--- config.mk ---
export PLATFORM = sky130hd
export DESIGN_NAME = conv_mac_pe_flat
export DESIGN_NICKNAME = d
export VERILOG_FILES = /design/src/rtl/conv_mac_pe_pkg.sv /design/src/rtl/conv_mac_pe_if.sv /design/src/rtl/conv_mac_pe_sat_shift.sv /design/src/rtl/conv_mac_pe.sv /design/src/flat_wrapper.sv
export SDC_FILE = /design/constraint.sdc
export NUM_CORES = 1
export LEC_CHECK = 0
export CELL_PAD_IN_SITES_DETAIL_PLACEMENT = 1
export CELL_PAD_IN_SITES_GLOBAL_PLACEMENT = 1
export CORE_AREA = 4 4 156 143
export DETAILED_ROUTE_END_ITERATION = 12
export DIE_AREA = 0 0 160 147
export HOLD_SLACK_MARGIN = 0.05
export PLACE_DENSITY_LB_ADDON = 0.1
export SLEW_MARGIN = 20
export SYNTH_ARGS = -nofsm -noshare
export SYNTH_HDL_FRONTEND = slang
export SYNTH_SLANG_ARGS = --single-unit
--- constraint.sdc ---
create_clock -name clk -period 7 [get_ports clk]
set_input_delay 1.4 -clock clk [delete_from_list [all_inputs] [get_ports clk]]
set_output_delay 1.4 -clock clk [all_outputs]
set_load 0.005 [all_outputs]
--- src/rtl/conv_mac_pe_pkg.sv ---
`default_nettype none
// ============================================================================
// Module   : conv_pkg
// Purpose  : Shared definitions for the convolution MAC processing element:
//            the PE mode encodings, default widths and the tap-counter
//            width helper.
// Revision : 1.0 - initial release
// ============================================================================
package conv_pkg;

  typedef enum logic [1:0] {
    PE_IDLE   = 2'd0,
    PE_MAC    = 2'd1,
    PE_CLEAR  = 2'd2,
    PE_BYPASS = 2'd3
  } pe_mode_e;

  localparam int DATA_W_DEF = 8;
  localparam int ACC_W_DEF  = 20;
  localparam int TAPS_DEF   = 9;

  // A one-tap window still needs a 1-bit counter to hold a legal width.
  function automatic int cnt_width(input int taps);
    return (taps > 1) ? $clog2(taps) : 1;
  endfunction

  localparam int TAP_CNT_W = cnt_width(TAPS_DEF);

endpackage
`default_nettype wire

--- src/rtl/conv_mac_pe_if.sv ---
`default_nettype none
// ============================================================================
// Module   : conv_mac_pe_if
// Purpose  : Sequencer <-> PE bundle.
//            Operand side : pe_mode, in_valid, in_data, in_filter, in_ready
//            Result side  : out_valid, out_ready, pe_output, out_acc
//            Status       : sat_flag, busy
//            master = sequencer, slave = processing element.
// Revision : 1.0 - initial release
// ============================================================================
interface conv_mac_pe_if
  import conv_pkg::*;
#(
  parameter int DATA_W = DATA_W_DEF,
  parameter int ACC_W  = ACC_W_DEF
);

  pe_mode_e            pe_mode;
  logic                in_valid;
  logic [DATA_W-1:0]   in_data;
  logic [DATA_W-1:0]   in_filter;
  logic                in_ready;
  logic                out_valid;
  logic                out_ready;
  logic [DATA_W-1:0]   pe_output;
  logic [ACC_W-1:0]    out_acc;
  logic                sat_flag;
  logic                busy;

  modport master (
    output pe_mode, in_valid, in_data, in_filter, out_ready,
    input  in_ready, out_valid, pe_output, out_acc, sat_flag, busy
  );

  modport slave (
    input  pe_mode, in_valid, in_data, in_filter, out_ready,
    output in_ready, out_valid, pe_output, out_acc, sat_flag, busy
  );

endinterface
`default_nettype wire

--- src/rtl/conv_mac_pe_sat_shift.sv ---
`default_nettype none
// ============================================================================
// Module   : pe_sat_shift
// Purpose  : Combinational result formatter. Right-shifts the accumulator by
//            SHIFT and saturates the unsigned value to DATA_W bits.
// Ports    : acc_in [ACC_W]  - accumulator value
//            result [DATA_W] - shifted, saturated result
//            sat             - high when saturation clipped the value
// Revision : 1.0 - initial release
// ============================================================================
module pe_sat_shift #(
  parameter int ACC_W  = 20,
  parameter int DATA_W = 8,
  parameter int SHIFT  = 0
) (
  input  wire [ACC_W-1:0]  acc_in,
  output logic [DATA_W-1:0] result,
  output logic              sat
);

  logic [ACC_W-1:0] shifted;

  assign shifted = acc_in >> SHIFT;

  generate
    if (ACC_W > DATA_W) begin : g_wide
      // Any set bit above the result width means the value does not fit.
      assign sat    = |shifted[ACC_W-1:DATA_W];
      assign result = sat ? {DATA_W{1'b1}} : shifted[DATA_W-1:0];
    end else begin : g_narrow
      assign sat    = 1'b0;
      assign result = DATA_W'(shifted);
    end
  endgenerate

endmodule
`default_nettype wire

--- src/rtl/conv_mac_pe.sv ---
`default_nettype none
// ============================================================================
// Module   : conv_mac_pe
// Purpose  : Multiply-accumulate processing element. Accepts one data/filter
//            pair per cycle, accumulates TAPS products per window through a
//            multiply stage and an accumulate stage, and returns one
//            shifted/saturated result per window. An unconsumed result stalls
//            the whole pipeline.
// Ports    : clk, rst (async, active-high)
//            pe (slave) - operand handshake, result handshake, status
// Revision : 1.0 - initial release
// ============================================================================
module conv_mac_pe
  import conv_pkg::*;
#(
  parameter int DATA_W = DATA_W_DEF,
  parameter int ACC_W  = ACC_W_DEF,
  parameter int TAPS   = TAPS_DEF,
  parameter int SHIFT  = 0
) (
  input wire            clk,
  input wire            rst,
  conv_mac_pe_if.slave  pe
);

  localparam int              CNT_W    = cnt_width(TAPS);
  localparam int              PROD_W   = 2 * DATA_W;
  localparam logic [CNT_W-1:0] LAST_TAP = CNT_W'(TAPS - 1);

  logic               en;
  logic               mode_ok;
  logic               accept;
  logic               is_mac;
  logic               is_bypass;
  logic               is_clear;
  logic               completing;

  logic [CNT_W-1:0]   tap_cnt;
  logic               s1_valid;
  logic               s1_first;
  logic               s1_last;
  logic [PROD_W-1:0]  s1_prod;

  logic [ACC_W-1:0]   acc;
  logic [ACC_W-1:0]   acc_next;
  logic [DATA_W-1:0]  sat_result;
  logic               sat_hit;

  logic               res_valid;
  logic [DATA_W-1:0]  res_data;
  logic [ACC_W-1:0]   res_acc;
  logic               sat_sticky;

  assign is_mac    = (pe.pe_mode == PE_MAC);
  assign is_bypass = (pe.pe_mode == PE_BYPASS);
  assign is_clear  = (pe.pe_mode == PE_CLEAR);

  // A held result that nobody takes freezes every pipeline register.
  assign en = !(res_valid && !pe.out_ready);

  // Bypass may only enter an empty pipeline so it never splits a window.
  always_comb begin
    mode_ok = 1'b0;
    case (pe.pe_mode)
      PE_MAC:    mode_ok = 1'b1;
      PE_BYPASS: mode_ok = (tap_cnt == '0) && !s1_valid;
      default:   mode_ok = 1'b0;
    endcase
  end

  assign pe.in_ready = en && mode_ok;
  assign accept      = pe.in_valid && pe.in_ready;

  // Stage 1: multiply (or pass data through) and tag window boundaries.
  always_ff @(posedge clk or posedge rst) begin
    if (rst) begin
      tap_cnt  <= '0;
      s1_valid <= 1'b0;
      s1_first <= 1'b0;
      s1_last  <= 1'b0;
      s1_prod  <= '0;
    end else if (is_clear) begin
      tap_cnt  <= '0;
      s1_valid <= 1'b0;
    end else if (en) begin
      s1_valid <= accept;
      s1_prod  <= is_bypass ? PROD_W'(pe.in_data)
                            : PROD_W'(pe.in_data) * PROD_W'(pe.in_filter);
      s1_first <= (tap_cnt == '0) || is_bypass;
      s1_last  <= (tap_cnt == LAST_TAP) || is_bypass;
      if (accept && is_mac) begin
        tap_cnt <= (tap_cnt == LAST_TAP) ? '0 : tap_cnt + 1'b1;
      end
    end
  end

  // Stage 2: accumulate; the first tap of a window restarts from zero.
  assign acc_next   = (s1_first ? '0 : acc) + ACC_W'(s1_prod);
  // A clear discards the in-flight product, so it never completes a window.
  assign completing = en && s1_valid && s1_last && !is_clear;

  always_ff @(posedge clk or posedge rst) begin
    if (rst) begin
      acc <= '0;
    end else if (is_clear) begin
      acc <= '0;
    end else if (en && s1_valid) begin
      acc <= acc_next;
    end
  end

  pe_sat_shift #(
    .ACC_W  (ACC_W),
    .DATA_W (DATA_W),
    .SHIFT  (SHIFT)
  ) u_sat_shift (
    .acc_in (acc_next),
    .result (sat_result),
    .sat    (sat_hit)
  );

  // Result register: a completing window wins over a same-cycle consume.
  always_ff @(posedge clk or posedge rst) begin
    if (rst) begin
      res_valid  <= 1'b0;
      res_data   <= '0;
      res_acc    <= '0;
      sat_sticky <= 1'b0;
    end else begin
      if (completing) begin
        res_valid <= 1'b1;
        res_data  <= sat_result;
        res_acc   <= acc_next;
      end else if (res_valid && pe.out_ready) begin
        res_valid <= 1'b0;
      end

      if (is_clear) begin
        sat_sticky <= 1'b0;
      end else if (completing && sat_hit) begin
        sat_sticky <= 1'b1;
      end
    end
  end

  assign pe.out_valid = res_valid;
  assign pe.pe_output = res_data;
  assign pe.out_acc   = res_acc;
  assign pe.sat_flag  = sat_sticky;
  assign pe.busy      = (tap_cnt != '0) || s1_valid;

endmodule
`default_nettype wire

--- src/flat_wrapper.sv ---
// flat-port wrapper written by rule: the top's interface ports become plain ports
module conv_mac_pe_flat import conv_pkg::*;
#(
  parameter int DATA_W = DATA_W_DEF,
  parameter int ACC_W  = ACC_W_DEF,
  parameter int TAPS   = TAPS_DEF,
  parameter int SHIFT  = 0
)
  (clk, rst, pe_pe_mode, pe_in_valid, pe_in_data, pe_in_filter, pe_out_ready, pe_in_ready, pe_out_valid, pe_pe_output, pe_out_acc, pe_sat_flag, pe_busy);
  conv_mac_pe_if #(.DATA_W(DATA_W), .ACC_W(ACC_W)) pe_i ();
  input wire clk;
  input wire rst;
  input wire logic [$bits(pe_i.pe_mode)-1:0] pe_pe_mode;
  input wire logic [$bits(pe_i.in_valid)-1:0] pe_in_valid;
  input wire logic [$bits(pe_i.in_data)-1:0] pe_in_data;
  input wire logic [$bits(pe_i.in_filter)-1:0] pe_in_filter;
  input wire logic [$bits(pe_i.out_ready)-1:0] pe_out_ready;
  output wire logic [$bits(pe_i.in_ready)-1:0] pe_in_ready;
  output wire logic [$bits(pe_i.out_valid)-1:0] pe_out_valid;
  output wire logic [$bits(pe_i.pe_output)-1:0] pe_pe_output;
  output wire logic [$bits(pe_i.out_acc)-1:0] pe_out_acc;
  output wire logic [$bits(pe_i.sat_flag)-1:0] pe_sat_flag;
  output wire logic [$bits(pe_i.busy)-1:0] pe_busy;
  assign pe_i.pe_mode = pe_pe_mode;
  assign pe_i.in_valid = pe_in_valid;
  assign pe_i.in_data = pe_in_data;
  assign pe_i.in_filter = pe_in_filter;
  assign pe_i.out_ready = pe_out_ready;
  assign pe_in_ready = pe_i.in_ready;
  assign pe_out_valid = pe_i.out_valid;
  assign pe_pe_output = pe_i.pe_output;
  assign pe_out_acc = pe_i.out_acc;
  assign pe_sat_flag = pe_i.sat_flag;
  assign pe_busy = pe_i.busy;
  conv_mac_pe #(.DATA_W(DATA_W), .ACC_W(ACC_W), .TAPS(TAPS), .SHIFT(SHIFT)) u_core (.clk(clk), .rst(rst), .pe(pe_i));
endmodule
Yosys cells after proc, flatten, opt, wreduce, memory -nomap -nowiden
Cells that the tools add are included.
{"block": "word_totals", "romBits": 0, "in_bits": 22, "mem_bits_rw": 0, "register_bits": 73, "mem_count": 0, "latchBits": 0}
{"block": "op_classes", "n_shift": 0, "mux": 16, "n_eq_ne": 5, "mul": 1, "magnitude_cmp": 0, "div_mod_pow": 0, "n_bitwise": 2, "addsub": 2, "reduce_logical": 26}
{"cell": "$mux W20", "count": 3}
{"cell": "$add A20 B16 Y20", "count": 1}
{"cell": "$mul A8 B8 Y16", "count": 1}
{"cell": "$mux W16", "count": 1}
{"cell": "$mux W4", "count": 4}
{"cell": "$reduce_or A12 Y1", "count": 1}
{"cell": "$logic_and A1 B1 Y1", "count": 10}
{"cell": "$mux W8", "count": 1}
{"cell": "$reduce_bool A2 Y1", "count": 4}
{"cell": "$mux W1", "count": 6}
{"cell": "$add A4 B1 Y4 const B", "count": 1}
{"cell": "$eq A2 B2 Y1 const B", "count": 2}
{"cell": "$eq A4 B4 Y1 const B", "count": 1}
{"cell": "$logic_not A1 Y1", "count": 4}
{"cell": "$logic_not A4 Y1", "count": 1}
{"cell": "$reduce_and A2 Y1", "count": 2}
{"cell": "$reduce_bool A4 Y1", "count": 1}
{"cell": "$logic_or A1 B1 Y1", "count": 3}
{"cell": "$eq A2 B1 Y1 const B", "count": 1}
{"cell": "$ne A2 B1 Y1 const B", "count": 1}
{"cell": "$not A1 Y1", "count": 2}
{"cell": "$pmux W1 S2", "count": 1}

Longest topological paths before layout
{"block": "logic_depth", "ltp_word": 9, "mapped_depth": 17}

Hierarchy
Synthesis repeated with hierarchy kept, for this count alone.
{"block": "unflattened", "hier_cells": 642, "hier_area_um2": 6188.4}
{"mod": "conv_mac_pe", "area_per_inst_um2": 6075.8, "seq_area_each_um2": 1826.8, "n_inst": 1, "cells_per_inst": 630}
{"mod": "pe_sat_shift", "area_per_inst_um2": 112.6, "seq_area_each_um2": 0.0, "n_inst": 1, "cells_per_inst": 12}

Worst setup path after synthesis
No wires, ideal clock.
{"block": "synth_timing", "path_type": "input port to flip-flop", "start": "input port pe_in_data[1]", "end": "register u_core.s1_prod[13]", "cell_stages": 15, "setup_time_ns": 0.121, "t_arrival_ns": 5.179, "slack_ns": 1.700, "required_ns": 6.879, "path_cell_list": "and2_1 > fa_1 > fa_1 > fa_1 > inv_1 > fa_1 > inv_1 > ha_1 > or2_2 > a21oi_1 > a21oi_1 > a41oi_1 > nor2b_1 > xnor2_1 > a22o_1"}
{"block": "synth_via", "elab_chain_len": 2}
{"element": "start, declared", "line_no": "flat_wrapper.sv:15", "source": "input wire logic [$bits(pe_i.in_data)-1:0] pe_in_data;"}
{"element": "$mul A8 B8 Y16", "line_no": "conv_mac_pe.sv:88", "source": ": PROD_W'(pe.in_data) * PROD_W'(pe.in_filter);"}
{"element": "$mux W16", "line_no": "conv_mac_pe.sv:87", "source": "s1_prod <= is_bypass ? PROD_W'(pe.in_data)"}
{"element": "end signal, assigned", "line_no": "conv_mac_pe.sv:87"}
{"element": "end, declared", "line_no": "conv_mac_pe.sv:42", "source": "logic [PROD_W-1:0] s1_prod;"}
Every way passes these cells.
A chain may end at the register's enable or synchronous reset.

Worst setup path after layout
{"block": "layout_timing", "start": "input port pe_in_filter[7]", "end": "register u_core.s1_prod[13]"}
{"block": "layout_via", "elab_chain_len": 2}
{"element": "start, declared", "line_no": "flat_wrapper.sv:16", "source": "input wire logic [$bits(pe_i.in_filter)-1:0] pe_in_filter;"}
{"element": "$mul A8 B8 Y16", "line_no": "conv_mac_pe.sv:88"}
{"element": "$mux W16", "line_no": "conv_mac_pe.sv:87"}
Every way passes these cells.

==> out/results.ini <==
[placement]
routabilityCongestion = 0.7921
dpl.hpwl_um = 12890
port_buffers = 53

[global_route]
antenna_found_initial = 0
grt_max_degree = 74
grt_usage_pct = 14.56
grt_pass1_vias = 5674
grt_pass1_wl_um = 28480
globalRoute.totalOverflow = 0

[die]
rows = 50
dieWidth_um = 160
start_util_pct = 29.55
core_area_sq_mm = 0.02064
die_area_sq_mm = 0.02352
dieHeight_um = 147
pin_count = 54

[setup_path]
critPathArrivalTime_ps = 6050
crit_buf_inv = 3
required_ps = 7230
critical_path_class = in -> reg
crit_family = adder cells
crit_top_cell = fa_1
max_stage_delay_ps = 560
crit_chain = clkdlybuf4s50_1, and2_1, fa_1, fa_1, fa_1, inv_1, fa_1, inv_1, ha_1, or2_2, a21oi_1, a21oi_1, a41oi_1, nor2b_1, xnor2_1, a22o_1
critPathSlowestCell = clkdlybuf4s50_1
end_kind = flip-flop
cp_max_fo = 8
start_kind = input port

[timing]
rsz0062_at_grt = no
clock_skew_ps = 7.800
tns_ps = 0
fmax_mhz = 171.8
setup_violations = 0
worst_slew_pin_slew_ps = 979.2
fin_crit_ps = 5822
min_period_over_period_pct = 83.17
hold_viol = 0
slew_headroom_pct = 34.72
maxSlewViolCount = 0

[routing]
wire_per_inst_um = 16.53
drc_errors = 0
wl_um = 16390
firstDrtPassIters = 4
ant_nets = 0
num_vias = 4961
drt-vias-per-instance = 5.006
dr.first_iter.drc_count = 157

[cells_and_area]
diodes = 0
fin_nets = 839
area_growth_pct = 18.77
drive_above_1_share_pct = 3.967

[synthesis]
synth_area_leaders = dfrtp_1 (30%), fa_1 (12%), ha_1 (11%)
synth_cell_types = 53
synth_fp_nets = 792
synth_commonest_cells = nand2_1 (106), dfrtp_1 (73), and2_1 (58)
synth_top_cell_by_area = dfrtp_1
synthFlopType = dfrtp_1
synth_edf_count = 0
synth_cells = 679
synth_area_sq_mm = 0.006101
synth_most_common_cell = nand2_1
synth_top_cell_area_share_pct = 29.94
synth_seq_cells = 73
seq_area_frac_synth_pct = 29.94
postSynth.asyncResetShare_pct = 100.0
syn_area_per_cell_sq_um = 8.985
yosys_warnings = 0

[flow_run]
drv_cap = 0

[status]
status = finished, final reports clean

[clock_tree]
post_cts_buffers = 0
hold_buffers = 0
numCtsBuffers = 9
cts_root_buffer = clkbuf_16
clock_latency_ps = 340
clock_path_buffers = 2
clk_pin_slew_ps = 60
cts_tree = done
cts-resized-gates = 0
cts.htree.levels = 3
clock-sinks = 73

[hold_path]
hp-class = reg -> reg

[power_and_ir_drop]
max-vdd-ir-drop_uv = 114.9
total_power_w = 0.002143
power.leakage_nw = 3.447
pwr_density_cell_mw_per_mm2 = 295.8

==> state kept, by name, indices dropped and copies added (netlist names) <==
name / flops
u_core.s1_last: 1
u_core.s1_prod: 16
u_core.s1_first: 1
u_core.acc: 20
u_core.tap_cnt: 4
u_core.pe.out_acc: 20
u_core.pe.sat_flag: 1
u_core.pe.out_valid: 1
u_core.pe.pe_output: 8
u_core.s1_valid: 1
==> power by group <==
part	switching, W	total, W	internal [W]
Combinational	0.000516	0.000986	0.000470
Sequential	0.0000727	0.000608	0.000535
Clock	0.000197	0.000549	0.000352
==> worst register-to-register path: cells and delay by family, from the launching register on <==
| kind | cells | cell delay (ps) |
|---|---|---|
| and+or+nand+nor | 2 | 670 |
| DFF | 1 | 860 |
| adders and majority gates | 2 | 650 |
| AOI/OAI and AO/OA | 7 | 2090 |
==> stage by stage <==
stage | hold slack, ps | area, sq um | instances | util, % | worst slack, ps
2_1_floorplan | 442.2 | 6101 | 679 | - | 1700
3_3_place_gp | 461.6 | 6893 | 975 | 33.39 | 895.3
3_5_place_dp | 467.2 | 6893 | 975 | 33.39 | 769.3
4_1_cts | 477.7 | 7243 | 991 | 35.08 | 1164
5_1_grt | 503.7 | 7246 | 991 | 35.10 | 890.7
6_report | 471.6 | 7246 | 991 | 35.10 | 1178
==> area by class of cell <==
class | count | area [sq um]
tap | 260 | 325.3
inverter | 56 | 210.2
clock inverter | 7 | 125.1
clock buffer | 9 | 225.2
multi-input combinational | 531 | 3988
fill | 2415 | 13400
timing repair buffer | 55 | 545.5
sequential | 73 | 1827
==> cell families after synthesis <==
kind of cell / after synthesis / share of synthesized area [%]
xor gates and xnor gates: 25 / 3.589
adders and majority gates: 91 / 23.22
AOI/OAI and AO/OA: 135 / 15.36
DFF: 73 / 29.94
muxes: 2 / 0.3282
buffers and inverters: 75 / 4.737
and+or+nand+nor: 278 / 22.83
==> layout by cell type, fill, tap and decap left out, drive strengths merged, types with 16 or more instances in the layout <==
cell type and count:
inv 58, nand2 106, ha 54, fa 37, xnor2 16, nor2 41
a21oi 33, a22o 24, dfrtp 73, clkdlybuf4s50 53, o21ai 30, nor2b 24
and2 58
==> worst paths after layout <==
path / from / endpoint / slack [ps] / cells past startpoint
setup reg to reg: u_core.s1_first / u_core.pe.pe_output[2] / 2560 / 11
hold reg to reg: u_core.pe.out_acc[10] / u_core.pe.out_acc[10] / 470 / 2
max in group asynchronous: rst / u_core.pe.pe_output[7] / 4680 / 3
hold / removal: u_core.pe.out_acc[10] / u_core.pe.out_acc[10] / 470 / 2
setup / recovery: pe_in_filter[7] / u_core.s1_prod[13] / 1180 / 16
min in group asynchronous: rst / u_core.pe.pe_output[1] / 1680 / 3
==> routing by layer <==
layer / GRT usage, % / up-vias / wire length, um
li1: - / 2376 / -
met3: 2.188 / 11 / 226
met1: 19.78 / 2538 / 8021
met2: 25.13 / 36 / 8025
met4: 2.323 / 0 / 112
met5: 0 / - / 0
Power figures use the tool's default switching activity.
